### src/rtl/aes_io_pkg.sv
// Shared widths and FSM encoding for the AES byte-to-word input port.
package aes_io_pkg;

  localparam int BYTE_W          = 8;
  localparam int WORD_W          = 32;
  localparam int BLOCK_W         = 128;
  localparam int BYTES_PER_FRAME = 16;
  localparam int WORDS_PER_FRAME = 4;
  localparam int CNT_W           = $clog2(BYTES_PER_FRAME);
  localparam int WIDX_W          = $clog2(WORDS_PER_FRAME);

  typedef enum logic {
    RECV = 1'b0,
    PASS = 1'b1
  } state_e;

endpackage

### src/rtl/aes_strobe_edge.sv
// Rising-edge detector for the byte strobe; prev resets high so a strobe held across reset is not a byte.
module aes_strobe_edge (
  input  logic clk,
  input  logic rst,
  input  logic strobe_i,
  output logic pulse_o
);

  logic prev_q;

  always_ff @(posedge clk or negedge rst) begin
    if (!rst) prev_q <= 1'b1;
    else      prev_q <= strobe_i;
  end

  assign pulse_o = strobe_i & ~prev_q;

endmodule

### src/rtl/aes_inport.sv
// Collects 16 strobed bytes into a 128-bit block and streams it to the AES core as four 32-bit words.
// Handshake: a byte is taken on the cycle in_valid rises while in_ready=1; aes_en marks each valid pass_data word.
module aes_inport
  import aes_io_pkg::*;
#(
  parameter int unsigned TIMEOUT = 16'd65535,
  parameter int          TO_W    = 16
) (
  input  logic              clk,
  input  logic              rst,
  input  logic [BYTE_W-1:0] in_data,
  input  logic              in_valid,
  output logic [WORD_W-1:0] pass_data,
  output logic              aes_en,
  output logic              in_ready,
  output logic              in_err,
  output logic              dbg_state
);

  state_e              state_q, state_d;
  logic [CNT_W-1:0]    byte_cnt_q, byte_cnt_d;
  logic [WIDX_W-1:0]   widx_q, widx_d, widx_nxt;
  logic [TO_W-1:0]     to_cnt_q, to_cnt_d;
  logic [BLOCK_W-1:0]  frame_q, frame_d;
  logic [WORD_W-1:0]   pass_q, pass_d;
  logic                err_q, err_d;
  logic                byte_pulse, capture, last_byte, last_word, timeout_hit;

  aes_strobe_edge u_edge (
    .clk      (clk),
    .rst      (rst),
    .strobe_i (in_valid),
    .pulse_o  (byte_pulse)
  );

  assign capture     = (state_q == RECV) && byte_pulse;
  assign last_byte   = capture && (byte_cnt_q == CNT_W'(BYTES_PER_FRAME - 1));
  assign last_word   = (widx_q == WIDX_W'(WORDS_PER_FRAME - 1));
  assign timeout_hit = (state_q == RECV) && !capture && (byte_cnt_q != '0) &&
                       (to_cnt_q == TO_W'(TIMEOUT - 1));
  assign widx_nxt    = widx_q + 1'b1;

  // FSM: state register
  always_ff @(posedge clk or negedge rst) begin
    if (!rst) state_q <= RECV;
    else      state_q <= state_d;
  end

  // FSM: next state
  always_comb begin
    state_d = state_q;
    case (state_q)
      RECV:    if (last_byte) state_d = PASS;
      PASS:    if (last_word) state_d = RECV;
      default: state_d = RECV;
    endcase
  end

  // FSM: outputs
  always_comb begin
    in_ready  = (state_q == RECV);
    aes_en    = (state_q == PASS);
    dbg_state = state_q;
    pass_data = pass_q;
    in_err    = err_q;
  end

  // Byte k lands at bit (15-k)*8, i.e. the first byte is the most significant.
  always_comb begin
    frame_d    = frame_q;
    byte_cnt_d = byte_cnt_q;
    to_cnt_d   = '0;
    err_d      = timeout_hit;
    if (capture) begin
      frame_d[{~byte_cnt_q, 3'b000} +: BYTE_W] = in_data;
      byte_cnt_d = byte_cnt_q + 1'b1;
    end else if (timeout_hit) begin
      byte_cnt_d = '0;
    end else if ((state_q == RECV) && (byte_cnt_q != '0)) begin
      to_cnt_d = to_cnt_q + 1'b1;
    end
  end

  // Word 0 is loaded on the capture edge so it is presented the very next cycle.
  always_comb begin
    widx_d = widx_q;
    pass_d = pass_q;
    if (last_byte) begin
      widx_d = '0;
      pass_d = frame_d[BLOCK_W-1 -: WORD_W];
    end else if ((state_q == PASS) && !last_word) begin
      widx_d = widx_nxt;
      pass_d = frame_q[{~widx_nxt, 5'b00000} +: WORD_W];
    end
  end

  always_ff @(posedge clk or negedge rst) begin
    if (!rst) begin
      byte_cnt_q <= '0;
      widx_q     <= '0;
      to_cnt_q   <= '0;
      frame_q    <= '0;
      pass_q     <= '0;
      err_q      <= 1'b0;
    end else begin
      byte_cnt_q <= byte_cnt_d;
      widx_q     <= widx_d;
      to_cnt_q   <= to_cnt_d;
      frame_q    <= frame_d;
      pass_q     <= pass_d;
      err_q      <= err_d;
    end
  end

endmodule

### config.mk
export PLATFORM = sky130hd
export DESIGN_NAME = aes_inport
export DESIGN_NICKNAME = d
export VERILOG_FILES = /design/src/rtl/aes_io_pkg.sv /design/src/rtl/aes_strobe_edge.sv /design/src/rtl/aes_inport.sv
export SDC_FILE = /design/constraint.sdc
export NUM_CORES = 1
export LEC_CHECK = 0
export ABC_AREA = 1
export CAP_MARGIN = 20
export CORE_MARGIN = 2
export CORE_UTILIZATION = 40
export DETAILED_ROUTE_END_ITERATION = 10
export GPL_ROUTABILITY_DRIVEN = 0
export HOLD_SLACK_MARGIN = 0.03
export PLACE_DENSITY = 0.54
export SETUP_SLACK_MARGIN = 0.02
export SLEW_MARGIN = 20
export SYNTH_ARGS = -nofsm -noshare
export SYNTH_HDL_FRONTEND = slang
export SYNTH_HIERARCHICAL = 1
export SYNTH_SLANG_ARGS = --single-unit
export TNS_END_PERCENT = 5
### constraint.sdc
create_clock -name clk -period 3.8 [get_ports clk]
set_input_delay 0.76 -clock clk [delete_from_list [all_inputs] [get_ports clk]]
set_output_delay 0.76 -clock clk [all_outputs]
set_load 0.02 [all_outputs]
* Yosys cells after proc, flatten, opt, wreduce, memory -nomap -nowiden
Index checks and enable logic that the tools add are counted.
Widths: inputs -> output; s select.
** Operators by class
- Eq/ne operators :: 3
- Add/subtract/negate cells :: 4
- Shift operators :: 3
- Bitwise operators :: 5
- Reductions and logical operators :: 12
- Multiplexer cells :: 14
** Operator list (count)
- $bwmux 128 :: 1
- $mux 128 :: 1
- $shift 8x9->128 const A :: 1
- $shiftx 128x8->32 :: 1
- $shiftx 8x9->128 :: 1
- $mux 32 :: 2
- $mux 16 :: 3
- $add 16x1->16 const B :: 1
- $eq 16x16->1 const B :: 1
- $neg 7->9 :: 1
- $mux 4 :: 2
- $logic_and 1x1->1 :: 7
- $add 4x1->4 const B :: 1
- $eq 4x4->1 const B :: 1
- $mux 2 :: 2
- $not 4->4 :: 1
- $reduce_bool 2->1 :: 2
- $reduce_bool 4->1 :: 1
- $add 2x1->2 const B :: 1
- $eq 2x2->1 const B :: 1
- $logic_not 1->1 :: 2
- $mux 1 :: 2
- $not 1->1 :: 2
- $not 2->2 :: 1
- other kinds (2) :: 2
** Storage, ports and cells
- Word-level logic and storage cells :: 50
- Register bits after elaboration :: 185
- Output and inout port bits :: 36
- Bits of input ports :: 11

* Depth between registers and ports, before layout
Gate-level depths: netlist of the first run.
- Depth in word-level cells :: 9
- Depth in mapped cells :: 12
- Mapped depth without buffers :: 11

* By module
Netlist of the first run, hierarchy kept.
** Modules (own cells, without submodules)
- aes_inport :: area an instance 9126.3 um^2, times used 1, cells each 1157, seq. area each 4604.4 um^2
- aes_strobe_edge :: area an instance 36.3 um^2, times used 1, cells each 3, seq. area each 26.3 um^2

* Least setup slack after synthesis of the first run
Ideal clock, no wire load.
- Path type :: flip-flop to flip-flop
- From :: reg byte_cnt_q[0]
- To :: reg (tool-made name)
- Library setup time :: 0.129 ns
- Data arrival time :: 1.999 ns
- Period minus slack after synthesis :: 2.127 ns
- Stages on the path, launching flop included :: 11
- Path slack :: 1.673 ns
- Path buffers :: 2
- Data required time :: 3.671 ns
- Path through :: dfrtp_1 -> clkbuf_1 -> inv_1 -> ha_1 -> inv_1 -> nand3_1 -> nor2_4 -> nand2_2 -> buf_2 -> nand2_1 -> o21ai_0
** RTL lines
- start, declared :: RTL line aes_inport.sv:21 : logic [CNT_W-1:0] byte_cnt_q, byte_cnt_d;
- start signal, assigned :: RTL line aes_inport.sv:106 : byte_cnt_q <= byte_cnt_d;

==> results of run 1 <==
## layout by cell type (no fill, tap or decap), drive strengths merged
cell type	instances
a21o	1
a21oi	11
a22oi	1
a31o	1
and2	16
buf	12
bufinv	3
clkbuf	19
clkdlybuf4s50	45
clkinv	3
clkinvlp	3
dfrtp	184
dfstp	1
ha	7
inv	97
nand2	354
nand3	127
nand4	8
nor2	147
nor3	14
o211ai	16
o21ai	99
o22ai	16
o31ai	6
xnor2	5
xor2	3
## power by group
part,leakage (nW),switching (mW),internal (mW),total [mW]
logic,2.06,1.38,0.702,2.08
clock network,0.292,0.842,1.06,1.90
registers,2.46,0.275,2.41,2.69
## path summary, 6_finish.rpt
path,from,end,slack (ns),depth (start not counted)
worst max register to register,byte_cnt_q[0]$_DFFE_PN0P_,flip-flop,1.10,7
worst min-delay path,rst,frame_q[124]$_DFF_PN0_,0.33,1
min in group clk,flip-flop,flip-flop,0.48,2
worst min register to register,flip-flop,flip-flop,0.48,2
worst max-delay path,byte_cnt_q[0]$_DFFE_PN0P_,flip-flop,1.10,7
max in group asynchronous,rst,asynchronous set/reset pin,2.58,2
## layer usage
metal  part of all wire (%)  global-route usage (%)
met5                      0                       0
met4                    1.0                   4.456
met3                    4.5                   3.649
met2                     47                   36.18
met1                     47                   31.59
## final cells by class
class                           instances  area (um^2)
Clock buffer                           18        429.2
Clock inverter                         14        187.7
Fill cell                            2329        12130
Inverter                               92        347.8
Multi-Input combinational cell        832         3919
Sequential cell                       185         4631
Tap cell                              285        356.6
Timing Repair Buffer                   58        566.8
## through the flow
| step | cells | util [%] | setup slack [ns] | hold WS, ns |
|---|---|---|---|---|
| floorplan | 1160 | - | 1.673 | 0.4366 |
| global placement | 1452 | 43.51 | 0.7819 | 0.4562 |
| CTS | 1484 | 46.24 | 1.087 | 0.3490 |
| detailed placement | 1452 | 43.51 | 0.7629 | 0.4589 |
| finish | 1484 | 46.24 | 1.095 | 0.3257 |
| global route | 1484 | 46.24 | 0.7998 | 0.3601 |
## cells by family (layout without fill, tap and decap cells)
family | count (synthesis) | after routing | share of synthesized area, %
AOI/OAI and AO/OA | 151 | 151 | 9.163
xor gates and xnor gates | 8 | 8 | 0.7647
adders and majority gates | 7 | 7 | 0.9558
buffers and inverters | 143 | 182 | 6.691
DFF | 185 | 185 | 50.54
and+or+nand+nor | 666 | 666 | 31.89
==> flow_metrics.tcl, run 1 <==
set metrics [dict create \
    setup_violations 0 \
    cts_setup_buffers 0 \
    rows 55 \
    worstPathArrival_ns 3.01 \
    cp_max_fo 16 \
    syn_area_per_cell_um2 7.899 \
    clk_latency_ns 0.44 \
    fin_crit_ns 2.705 \
    crit_top_cell "nand2_1" \
    via_per_inst 5.150 \
    core_um2 22570 \
    start_kind "flip-flop" \
    max_freq_ghz 0.3697 \
    clk_pin_slew_ns 0.07 \
    design.die.area_um2 24130 \
    synth.top_cells.by_area "dfrtp_1 (50%), nand2_1 (14%), nand3_1 (6.9%), nor2_1 (5.4%), o21ai_0 (3.8%)" \
    status "finished clean" \
    rsz0062_at_grt "no" \
    post-dp-hpwl_um 16630 \
    synth_top_area_share_pct 50.25 \
    cts_sinks 185 \
    leakagePower_nw 4.820 \
    track_usage_pct 22.25 \
    setup.worst_path.end_class "flip-flop" \
    synthTopCellsByCount "nand2_1 (337), dfrtp_1 (184), nor2_1 (131)" \
    hold_path_class "in -> async" \
    syn-cell-area_um2 9163 \
    worst_ir_drop_vdd_mv 0.2870 \
    drive_gt1_share_pct 7.339 \
    finalSetupTns_ns 0 \
    grt_antenna_before_repair 0 \
    grt_pass1_wl_um 42100 \
    ctsHoldBuffers 0 \
    cts.repair.resized 0 \
    start_util_pct 40.59 \
    synthDominantAreaCellType "dfrtp_1" \
    cts_tree "built" \
    cts_buffers 17 \
    hold_viol_final 0 \
    die_width_um 155.4 \
    synthArstFlopShare_pct 100.0 \
    yosys_warnings 6 \
    ant_nets 0 \
    cts-root-buf "clkbuf_16" \
    dpl-instance-area_um2 9821 \
    n_antenna_cell 0 \
    area_growth_pct 13.91 \
    wirelength_um 25210 \
    vias 7643 \
    syn_inst 1160 \
    worst_slew_pin_slew_ns 0.9059 \
    crit_path_cell_trace "inv_1, ha_1, nand3_1, nor2_2, nand2_1, nand2_1, o21ai_0" \
    grt_max_degree 83 \
    critical_path.max_stage_delay_ns 0.67 \
    first_global_vias 7641 \
    clockBufferDepth 2 \
    htreeDepth 4 \
    crit_buf_inv 1 \
    die_h_um 155.4 \
    cpMaxStageDelayCell "dfrtp_1" \
    slew_headroom_pct 39.54 \
    portBuffers 46 \
    period_share_pct 71.18 \
    p_total_mw 6.665 \
    io_pins 47 \
    yosysMostFrequentCell "nand2_1" \
    firstDrtPassIters 5 \
    power_density_nw_per_um2 638.6 \
    synth_fp_nets 1178 \
    cp.required_ns 4.10 \
    wire_per_inst_um 16.99 \
    drt-initial-drc-count 471 \
    synth_edf_count 0 \
    cap_viol_max_count 0 \
    crit_type "reg -> reg" \
    slew_viol_final 0 \
    fin_nets 1204 \
    final_area_um2 10440 \
    ys_types 33 \
    grt_overflow 0 \
    fin_skew_ns 0.01186 \
    yosys_most_used_dff "dfrtp_1" \
    drc_errors 0 \
    critical_path.top_delay_family "simple AND/OR/NAND/NOR gates" \
    yosysSeqAreaShare_pct 50.54 \
    ys_seq_elements 185 \
]
Power figures use the tool's default switching activity.
==> inputs of run 2 (changes only) <==
- clock period: 3.8 -> 2.6 ns (I/O delays scaled with it)
==> run 2 against run 1 <==
Total power rose by 47%. Via count rose by 0.50%. Critical path depth rose by 4. Cell area rose by 1.6%. Critical path type unchanged. Highest routed layer unchanged.
==> flow_metrics.tcl, run 2 (synthesis results as in run 1) <==
set metrics [dict create \
    status "finished clean" \
    worst_ir_drop_vdd_mv 0.3796 \
    wirelength_um 25040 \
    io_pins 47 \
    fin_skew_ns 0.01397 \
    setup_violations 0 \
    rsz0062_at_grt "no" \
    ant_nets 0 \
    startpoint "byte_cnt_q[1]$_DFFE_PN0P_" \
    vias 7681 \
    start_util_pct 40.59 \
    power_density_nw_per_um2 923.1 \
    ctsHoldBuffers 0 \
    max_freq_ghz 0.4370 \
    area_growth_pct 15.73 \
    portBuffers 46 \
    core_um2 22570 \
    r2r_slack_ns 0.31 \
    leakagePower_nw 4.922 \
    cts_buffers 17 \
    cap_viol_max_count 0 \
    drive_gt1_share_pct 8.710 \
    setup.worst_path.end_class "flip-flop" \
    slew_headroom_pct 62.70 \
    htreeDepth 4 \
    clk_latency_ns 0.45 \
    ff2ff_path_depth 11 \
    crit_type "reg -> reg" \
    hold_path_class "in -> async" \
    via_per_inst 5.114 \
    dpl-instance-area_um2 9993 \
    cts_setup_buffers 0 \
    fin_crit_ns 2.288 \
    track_usage_pct 22.06 \
    grt_antenna_before_repair 0 \
    cts_sinks 185 \
    die_h_um 155.4 \
    cp_max_fo 18 \
    drt-initial-drc-count 508 \
    design.die.area_um2 24130 \
    die_width_um 155.4 \
    drc_errors 0 \
    start_kind "flip-flop" \
    crit_path_end "pass_data[5]$_DFFE_PN0P_" \
    mostFrequentLayoutCells "nand2_1 (337), dfrtp_1 (184), nor2_1 (131)" \
    wire_per_inst_um 16.67 \
    clockBufferDepth 2 \
    grt_pass1_wl_um 41550 \
    grt_overflow 0 \
    cts.repair.resized 0 \
    cts_tree "built" \
    rows 55 \
    rr_startpoint "byte_cnt_q[1]$_DFFE_PN0P_" \
    final_area_um2 10600 \
    cp.required_ns 2.94 \
    period_share_pct 88.01 \
    worst_slew_pin_slew_ns 0.5595 \
    first_global_vias 7613 \
    hold_viol_final 0 \
    post-dp-hpwl_um 17100 \
    cts-root-buf "clkbuf_16" \
    finalSetupTns_ns 0 \
    fin_nets 1222 \
    worstPathArrival_ns 2.63 \
    n_antenna_cell 0 \
    slew_viol_final 0 \
    clk_pin_slew_ns 0.08 \
    grt_max_degree 64 \
    final_common_cell "nand2_1" \
    reg2reg_to "pass_data[5]$_DFFE_PN0P_" \
    firstDrtPassIters 5 \
]
run 2: worst min-delay path by stage:
stage | startpoint | to | slack, ns | cells past startpoint
after floorplan | rst | asynchronous set/reset pin | 0.22 | 0
final | rst | pass_data[27]$_DFFE_PN0P_ | 0.07 | 1
after global placement | flip-flop | flip-flop | 0.45 | 2
after detailed placement | flip-flop | flip-flop | 0.46 | 2
after global routing | rst | pass_data[25]$_DFFE_PN0P_ | 0.11 | 1
after CTS | rst | pass_data[25]$_DFFE_PN0P_ | 0.09 | 1
run 2: per-stage QoR:
| step | utilization, % | setup WS, ns | power (mW) | hold WS, ns | cells |
|---|---|---|---|---|---|
| after global placement | 44.27 | 0.2001 | 7.087 | 0.4531 | 1470 |
| after floorplan | - | 0.4727 | 6.102 | 0.2244 | 1160 |
| after global routing | 46.98 | 0.1046 | 10.43 | 0.1066 | 1502 |
| after detailed placement | 44.27 | 0.1313 | 7.109 | 0.4584 | 1470 |
| after CTS | 46.98 | 0.2941 | 9.842 | 0.08746 | 1502 |
| final | 46.98 | 0.3116 | 9.789 | 0.07383 | 1502 |
run 2: layer usage:
metal	up-vias	global-route usage, %	wire length [um]
li1	3835	-	-
met1	3684	30.84	12400
met2	136	35.50	11460
met3	26	3.872	769
met4	0	5.985	400
met5	-	0	0
run 2: area by class of cell:
| cell class | instances | area (um^2) |
|---|---|---|
| clock inverter | 11 | 140.1 |
| timing repair buffer | 76 | 739.5 |
| multi-input combinational | 832 | 3919 |
| inverter | 92 | 347.8 |
| clock buffer | 21 | 470.5 |
| sequential | 185 | 4631 |
| tap | 285 | 356.6 |
| fill | 2283 | 11970 |
run 2: where the power goes:
part	total [mW]	leakage, nW	switching [mW]	internal, mW
Combinational	3.16	2.16	2.07	1.09
Sequential	3.92	2.46	0.391	3.53
Clock	2.71	0.293	1.20	1.51
Total	9.79	4.92	3.66	6.13
run 2: worst max-delay path: stages (launching register included):
cell	delay [ns]
dfrtp_1	0.50
ha_1	0.31
nand2_4	0.16
nor2_8	0.34
nand2_1	0.19
nand2_1	0.16
inv_1	0.07
buf_4	0.21
nand2_1	0.09
nand2_1	0.05
inv_1	0.05
nand2_1	0.04
==> inputs of run 3 (changes only) <==
- SKIP_CTS_REPAIR_TIMING: default -> 1
==> results of run 3 <==
The final DEF is identical to that of run 2; final timing and power are the same.
